`src/rtl/fecg_mat_pkg.sv`:
```
// Shared types and constants for the fetal-ECG matrix stages.
package fecg_mat_pkg;

    localparam int ELEM_BITS = 22;

    typedef logic [ELEM_BITS-1:0] element_t;

    typedef enum logic [1:0] {
        EMPTY,
        FILLING,
        FULL,
        DRAINING
    } bank_state_t;

    localparam logic MODE_PASS      = 1'b0;
    localparam logic MODE_TRANSPOSE = 1'b1;

    // Index width for a dimension of n entries, never narrower than one bit.
    function automatic int idx_bits(input int n);
        return (n > 1) ? $clog2(n) : 1;
    endfunction

endpackage

```
`src/rtl/transpose_stream_if.sv`:
```
// Element stream in, element stream out, plus the sticky framing error.
interface transpose_stream_if #(
    parameter int N_BITS = 22
) ();

    logic [N_BITS-1:0] in_data;
    logic              in_valid;
    logic              in_ready;
    logic              in_last;
    logic              in_mode;
    logic [N_BITS-1:0] out_data;
    logic              out_valid;
    logic              out_ready;
    logic              out_last;
    logic              err;

    modport master (
        output in_data, in_valid, in_last, in_mode, out_ready,
        input  in_ready, out_data, out_valid, out_last, err
    );

    modport slave (
        input  in_data, in_valid, in_last, in_mode, out_ready,
        output in_ready, out_data, out_valid, out_last, err
    );

endinterface

```
`src/rtl/mat_bank.sv`:
```
// One SIZE_A x SIZE_B element store: registered write, combinational read.
module mat_bank
    import fecg_mat_pkg::*;
#(
    parameter int SIZE_A = 8,
    parameter int SIZE_B = 8,
    parameter int N_BITS = 22,
    localparam int RW = idx_bits(SIZE_A),
    localparam int CW = idx_bits(SIZE_B)
) (
    input  logic              clk,
    input  logic              we,
    input  logic [RW-1:0]     wr_row,
    input  logic [CW-1:0]     wr_col,
    input  logic [N_BITS-1:0] wr_data,
    input  logic [RW-1:0]     rd_row,
    input  logic [CW-1:0]     rd_col,
    output logic [N_BITS-1:0] rd_data
);

    logic [N_BITS-1:0] mem [SIZE_A][SIZE_B];

    // NOTE: the array has no reset; the controller's bank state gates every read,
    // so stale contents are never presented and the flops stay reset-free.
    // NOTE: sequential state is always assigned with <= so every flop samples pre-edge values.
    always_ff @(posedge clk) begin
        if (we) begin
            mem[wr_row][wr_col] <= wr_data;
        end
    end

    assign rd_data = mem[rd_row][rd_col];

endmodule

```
`src/rtl/transpose_stream.sv`:
```
// Ping-pong matrix transposer: row-major in, transposed or pass-through out.
module transpose_stream
    import fecg_mat_pkg::*;
#(
    parameter int SIZE_A = 8,
    parameter int SIZE_B = 8,
    parameter int N_BITS = 22
) (
    input logic               clk,
    input logic               rst,
    transpose_stream_if.slave bus
);

    localparam int RW = idx_bits(SIZE_A);
    localparam int CW = idx_bits(SIZE_B);
    localparam logic [RW-1:0] ROW_MAX = RW'(SIZE_A - 1);
    localparam logic [CW-1:0] COL_MAX = CW'(SIZE_B - 1);

    bank_state_t       state_q [2];
    bank_state_t       state_d [2];
    logic              mode_q  [2];
    logic              mode_d  [2];
    logic              wr_sel_q, wr_sel_d;
    logic              rd_sel_q, rd_sel_d;
    logic [RW-1:0]     wr_row_q, wr_row_d;
    logic [CW-1:0]     wr_col_q, wr_col_d;
    logic [RW-1:0]     rd_row_q, rd_row_d;
    logic [CW-1:0]     rd_col_q, rd_col_d;
    logic [N_BITS-1:0] out_data_q, out_data_d;
    logic              out_valid_q, out_valid_d;
    logic              out_last_q, out_last_d;
    logic              err_q, err_d;

    logic              wr_accept, wr_first, wr_final;
    logic              rd_avail, rd_load, rd_final, rd_bypass, rd_transpose;
    logic [1:0]        bank_we;
    logic [N_BITS-1:0] bank_rdata [2];

    for (genvar g = 0; g < 2; g++) begin : g_bank
        mat_bank #(
            .SIZE_A (SIZE_A),
            .SIZE_B (SIZE_B),
            .N_BITS (N_BITS)
        ) u_bank (
            .clk     (clk),
            .we      (bank_we[g]),
            .wr_row  (wr_row_q),
            .wr_col  (wr_col_q),
            .wr_data (bus.in_data),
            .rd_row  (rd_row_q),
            .rd_col  (rd_col_q),
            .rd_data (bank_rdata[g])
        );
    end

    assign bus.in_ready  = (state_q[wr_sel_q] == EMPTY) || (state_q[wr_sel_q] == FILLING);
    assign bus.out_data  = out_data_q;
    assign bus.out_valid = out_valid_q;
    assign bus.out_last  = out_last_q;
    assign bus.err       = err_q;

    assign wr_accept    = bus.in_valid && bus.in_ready;
    assign wr_first     = (wr_row_q == '0) && (wr_col_q == '0);
    assign wr_final     = (wr_row_q == ROW_MAX) && (wr_col_q == COL_MAX);
    assign bank_we[0]   = wr_accept && !wr_sel_q;
    assign bank_we[1]   = wr_accept && wr_sel_q;

    // A bank completing this cycle may already be the read bank; loading its
    // element 0 now gives first out_valid one cycle after the final accept.
    assign rd_avail     = (state_q[rd_sel_q] == FULL) || (state_q[rd_sel_q] == DRAINING)
                          || (wr_accept && wr_final && (wr_sel_q == rd_sel_q));
    assign rd_load      = (!out_valid_q || bus.out_ready) && rd_avail;
    assign rd_final     = (rd_row_q == ROW_MAX) && (rd_col_q == COL_MAX);
    assign rd_bypass    = wr_accept && (wr_sel_q == rd_sel_q)
                          && (wr_row_q == rd_row_q) && (wr_col_q == rd_col_q);
    assign rd_transpose = (mode_q[rd_sel_q] == MODE_TRANSPOSE);

    // NOTE: every output of this block is defaulted first so no path infers a latch.
    always_comb begin
        state_d     = state_q;
        mode_d      = mode_q;
        wr_sel_d    = wr_sel_q;
        rd_sel_d    = rd_sel_q;
        wr_row_d    = wr_row_q;
        wr_col_d    = wr_col_q;
        rd_row_d    = rd_row_q;
        rd_col_d    = rd_col_q;
        out_data_d  = out_data_q;
        out_valid_d = out_valid_q;
        out_last_d  = out_last_q;
        err_d       = err_q;

        if (wr_accept) begin
            if (wr_first) begin
                mode_d[wr_sel_q] = bus.in_mode;
            end
            if (bus.in_last != wr_final) begin
                err_d = 1'b1;
            end
            if (wr_final) begin
                state_d[wr_sel_q] = FULL;
                wr_sel_d          = !wr_sel_q;
                wr_row_d          = '0;
                wr_col_d          = '0;
            end else begin
                state_d[wr_sel_q] = FILLING;
                if (wr_col_q == COL_MAX) begin
                    wr_col_d = '0;
                    wr_row_d = wr_row_q + 1'b1;
                end else begin
                    wr_col_d = wr_col_q + 1'b1;
                end
            end
        end

        // Read-side update comes second so an early load overrides FULL with DRAINING.
        if (rd_load) begin
            out_data_d  = rd_bypass ? bus.in_data : bank_rdata[rd_sel_q];
            out_valid_d = 1'b1;
            out_last_d  = rd_final;
            if (rd_final) begin
                state_d[rd_sel_q] = EMPTY;
                rd_sel_d          = !rd_sel_q;
                rd_row_d          = '0;
                rd_col_d          = '0;
            end else begin
                state_d[rd_sel_q] = DRAINING;
                if (rd_transpose) begin
                    if (rd_row_q == ROW_MAX) begin
                        rd_row_d = '0;
                        rd_col_d = rd_col_q + 1'b1;
                    end else begin
                        rd_row_d = rd_row_q + 1'b1;
                    end
                end else begin
                    if (rd_col_q == COL_MAX) begin
                        rd_col_d = '0;
                        rd_row_d = rd_row_q + 1'b1;
                    end else begin
                        rd_col_d = rd_col_q + 1'b1;
                    end
                end
            end
        end else if (bus.out_ready) begin
            out_valid_d = 1'b0;
            out_last_d  = 1'b0;
        end
    end

    always_ff @(posedge clk) begin
        if (rst) begin
            state_q[0]  <= EMPTY;
            state_q[1]  <= EMPTY;
            mode_q[0]   <= MODE_PASS;
            mode_q[1]   <= MODE_PASS;
            wr_sel_q    <= 1'b0;
            rd_sel_q    <= 1'b0;
            wr_row_q    <= '0;
            wr_col_q    <= '0;
            rd_row_q    <= '0;
            rd_col_q    <= '0;
            out_data_q  <= '0;
            out_valid_q <= 1'b0;
            out_last_q  <= 1'b0;
            err_q       <= 1'b0;
        end else begin
            state_q     <= state_d;
            mode_q      <= mode_d;
            wr_sel_q    <= wr_sel_d;
            rd_sel_q    <= rd_sel_d;
            wr_row_q    <= wr_row_d;
            wr_col_q    <= wr_col_d;
            rd_row_q    <= rd_row_d;
            rd_col_q    <= rd_col_d;
            out_data_q  <= out_data_d;
            out_valid_q <= out_valid_d;
            out_last_q  <= out_last_d;
            err_q       <= err_d;
        end
    end

endmodule

```
`src/flat_wrapper.sv`:
```
// flat-port wrapper written by rule: the top's interface ports become plain ports
module transpose_stream_flat import fecg_mat_pkg::*;
#(
    parameter int SIZE_A = 8,
    parameter int SIZE_B = 8,
    parameter int N_BITS = 22
)
  (clk, rst, bus_in_data, bus_in_valid, bus_in_last, bus_in_mode, bus_out_ready, bus_in_ready, bus_out_data, bus_out_valid, bus_out_last, bus_err);
  transpose_stream_if #(.N_BITS(N_BITS)) bus_i ();
  input logic clk;
  input logic rst;
  input wire logic [$bits(bus_i.in_data)-1:0] bus_in_data;
  input wire logic [$bits(bus_i.in_valid)-1:0] bus_in_valid;
  input wire logic [$bits(bus_i.in_last)-1:0] bus_in_last;
  input wire logic [$bits(bus_i.in_mode)-1:0] bus_in_mode;
  input wire logic [$bits(bus_i.out_ready)-1:0] bus_out_ready;
  output wire logic [$bits(bus_i.in_ready)-1:0] bus_in_ready;
  output wire logic [$bits(bus_i.out_data)-1:0] bus_out_data;
  output wire logic [$bits(bus_i.out_valid)-1:0] bus_out_valid;
  output wire logic [$bits(bus_i.out_last)-1:0] bus_out_last;
  output wire logic [$bits(bus_i.err)-1:0] bus_err;
  assign bus_i.in_data = bus_in_data;
  assign bus_i.in_valid = bus_in_valid;
  assign bus_i.in_last = bus_in_last;
  assign bus_i.in_mode = bus_in_mode;
  assign bus_i.out_ready = bus_out_ready;
  assign bus_in_ready = bus_i.in_ready;
  assign bus_out_data = bus_i.out_data;
  assign bus_out_valid = bus_i.out_valid;
  assign bus_out_last = bus_i.out_last;
  assign bus_err = bus_i.err;
  transpose_stream #(.SIZE_A(SIZE_A), .SIZE_B(SIZE_B), .N_BITS(N_BITS)) u_core (.clk(clk), .rst(rst), .bus(bus_i));
endmodule
```
`config.mk`:
```
export PLATFORM = sky130hd
export DESIGN_NAME = transpose_stream_flat
export DESIGN_NICKNAME = d
export VERILOG_FILES = /design/src/rtl/fecg_mat_pkg.sv /design/src/rtl/transpose_stream_if.sv /design/src/rtl/mat_bank.sv /design/src/rtl/transpose_stream.sv /design/src/flat_wrapper.sv
export SDC_FILE = /design/constraint.sdc
export NUM_CORES = 2
export LEC_CHECK = 0
export CAP_MARGIN = 20
export CORE_ASPECT_RATIO = 1.4
export CORE_UTILIZATION = 55
export CTS_BUF_LIST = sky130_fd_sc_hd__clkbuf_2
export CTS_CLUSTER_SIZE = 12
export DETAILED_ROUTE_END_ITERATION = 16
export DONT_BUFFER_PORTS = 1
export GPL_TIMING_DRIVEN = 0
export PLACE_DENSITY_LB_ADDON = 0.1
export SYNTH_ARGS = -nofsm -noshare
export SYNTH_HDL_FRONTEND = slang
export SYNTH_HIERARCHICAL = 1
export SYNTH_SLANG_ARGS = --single-unit
```
`constraint.sdc`:
```
create_clock -name clk -period 7.9 [get_ports clk]
set_clock_uncertainty 0.05 [all_clocks]
set_input_delay 1.185 -clock clk [delete_from_list [all_inputs] [get_ports clk]]
set_output_delay 1.185 -clock clk [all_outputs]
set_load 0.01 [all_outputs]
```
==> out/metrics.csv <==
stage,metric,value,unit
synthesis,synth_ff_type,edfxtp_1,
route,post_drt_wl_per_cell,32.7,um
cells_and_area,multi_input_area,24100,sq um
worst_setup_path,arrival,6.38,ns
sta,rsz0062_at_grt,false,
cells_and_area,drive_above_1_share,0.327,
cells_and_area,nFillCells,14600,
clock_network,clk_pin_slew,0.11,ns
floorplanning,coreArea,200000,sq um
sta,hold_viol,0,
floorplanning,die_width,381,um
synthesis,ys_top_cells_by_area,"edfxtp_1 (77%), mux4_2 (12%), mux2i_1 (3.6%), a22oi_1 (0.93%), dfxtp_1 (0.78%)",
synthesis,ys_ff_latch,2859,
place,dp_hpwl,182000,um
worst_hold_path,min_from,bus_in_mode,
floorplanning,die_y,532,um
power,vdd_ir_drop_max,0.000138,V
floorplanning,start_util,0.553,
clock_network,ctsRootBufferMaster,clkbuf_2,
floorplanning,die_area,202000,sq um
synthesis,yosysSeqAreaShare,0.774,
worst_setup_path,criticalPathCategory,reg -> reg,
worst_setup_path,cp_max_fo,10,
place,portBuffers,0,
global_routing,antenna_found_initial,26,
global_routing,grt_usage,0.291,
global_routing,grt_max_degree,130,
synthesis,synth_top_cell_area_share,0.766,
global_routing,grt_pass1_vias,57400,
sta,setup_tns,0,ns
sta,worst_pin_slew,1.21,ns
clock_network,h-tree-depth,6,
synthesis,async_flop_share,0,
worst_hold_path,worstHoldPathType,in -> reg,
route,ant_nets,0,
synthesis,post-synth-top-area-cell,edfxtp_1,
place,routabilityCongestion,0.957,
route,via_count,56000,
worst_setup_path,crit_path_end_kind,register,
clock_network,cts_resized,0,
route,routed_wl,294000,um
route,drt-initial-drc-count,5694,
cells_and_area,final_cells,8995,
floorplanning,io_pins,54,
synthesis,synth_area,110000,sq um
route,drc,0,
clock_network,cts-buffers-inserted,660,
floorplanning,num_rows,194,
synthesis,post_synth_num_cell_types,50,
run,cap_violations,0,
route,firstDrtPassIters,5,
global_routing,grt_first_pass_wirelength,413000,um
clock_network,cts_tree,yes,
sta,drv_slew,0,
power,p_per_area,215,nW/um^2
worst_setup_path,r2r_start,u_core/rd_row_q[2]$_SDFFE_PP0P_,
synthesis,syn_avg_cell_area,21.8,sq um
synthesis,synth_edf_count,2816,
power,leakage,37.5,nW
sta,fmax,204,MHz
sta,finalSetupViolCount,0,
clock_network,cts.sinks,2859,
sta,max_slew_margin,0.192,
cells_and_area,syn2layout_area_growth,10.9,%
sta,fin_crit_sh,0.620,
clock_network,clk_latency,1.68,ns
synthesis,syn_inst,5053,
worst_setup_path,worstSetupStartpoint,u_core/rd_row_q[2]$_SDFFE_PP0P_,
sta,final.min_clock_period,4.90,ns
cells_and_area,fin_nets,5879,
place,dp.cells,7768,
worst_setup_path,required,9.39,ns
synthesis,syn-num-nets,5092,
route,viasPerCell,6.23,
cells_and_area,seq_area,85400,sq um
synthesis,synth_warnings,6,
worst_setup_path,startpoint_type,register,
outcome,outcome,finished clean,
clock_network,cts.path.max_buffers,4,
sta,holdWs,0.375,ns
global_routing,grt_overflow,0,
## routing by layer
metal | GRT usage | wire length, um | vias up
li1 | - | - | 23400
met1 | 0.363 | 107000 | 29500
met2 | 0.484 | 149000 | 2631
met3 | 0.0640 | 24400 | 548
met4 | 0.142 | 14200 | 16
met5 | 0 | 99 | -
## through the flow
stage / power, mW / worst slack, ns / utilization / cell area, sq um
5_1_grt: 27.3 / 2.95 / 0.613 / 122000
2_1_floorplan: 17.1 / 4.40 / - / 110000
3_5_place_dp: 17.1 / 3.15 / 0.579 / 115000
4_1_cts: 26.6 / 3.15 / 0.613 / 122000
3_3_place_gp: 17.1 / 2.60 / 0.570 / 114000
6_report: 26.4 / 3.00 / 0.613 / 122000
## worst max-delay path, stage by stage (launching register included)
cell and delay (ns):
dfxtp_1 0.55, buf_2 0.36, clkbuf_1 0.72, buf_2 0.48, mux4_2 0.37, mux2i_1 0.76, nor2_1 0.11, a31oi_1 0.45
a211oi_1 0.32, mux2_2 0.34, mux2i_1 0.13, o22ai_1 0.10
## worst paths after layout
kind,end,slack [ns],cells past startpoint
hold reg to reg,u_core/mode_q[1]$_SDFFE_PP0P_,0.48,2
setup / recovery,u_core/bus.out_data[20]$_SDFFE_PP0P_,3.00,11
setup reg to reg,u_core/bus.out_data[20]$_SDFFE_PP0P_,3.00,11
hold / removal,u_core/mode_q[1]$_SDFFE_PP0P_,0.38,3
## placed cells by master, fill, tap and decap left out, types with 85 or more instances in the layout
cell type | netlist | routed
o22ai_1 | 94 | 94
a22oi_1 | 136 | 136
nor2_4 | 0 | 85
clkbuf_2 | 1 | 964
mux2i_1 | 393 | 393
mux4_2 | 608 | 608
clkinv_1 | 0 | 131
edfxtp_1 | 2816 | 2816
clkbuf_1 | 115 | 116
## synth_stat cells, drive strengths merged (24+ instances only)
library cell,count
mux4,608
buf,175
nor2,182
and3,26
o22ai,94
a31oi,71
o22a,26
mux2i,393
mux2,50
dfxtp,43
nand2,25
o21ai,81
nand2b,27
o31ai,26
a22oi,136
clkbuf,116
a211oi,24
edfxtp,2816
## kinds of logic after synthesis
family          synth area share
flops                      0.774
mux                        0.165
compound gates            0.0295
simple gates              0.0147
buf+inv                   0.0150
fa+ha+maj                0.00125
xor+xnor                0.000556
## what timing repair did
action / 4_1_cts / 5_1_grt
hold buffers: 51 / 0
hold endpoints to repair: 2859 / 0
setup buffers: 0 / 0
setup endpoints to repair: 0 / 0
## cell type report
class,instances,share of cell area
Clock inverter,174,0.00856
Inverter,9,0.000276
Buffer,291,0.0132
Clock buffer,963,0.0394
Multi-Input combinational cell,1894,0.197
Antenna cell,34,0.000695
Tap cell,2646,0.0271
Timing Repair Buffer,125,0.0160
Sequential cell,2859,0.698
## registers in the layout, indices dropped and copies added (netlist names)
register and count:
u_core/wr_col_q 3, u_core/rd_sel_q 1, u_core/bus.out_valid 1, u_core/bus.out_data 22
u_core/wr_sel_q 1, u_core/g_bank.u_bank/mem 2816, u_core/state_q 2, u_core/bus.err 1
u_core/wr_row_q 3, u_core/rd_row_q 3, u_core/mode_q 2, u_core/bus.out_last 1
u_core/rd_col_q 3
## report_power, final
part,switching (mW),internal [mW]
clock network,5.58,3.68
logic,0.352,0.0911
registers,0.00905,16.6
Power figures use the tool's default switching activity.
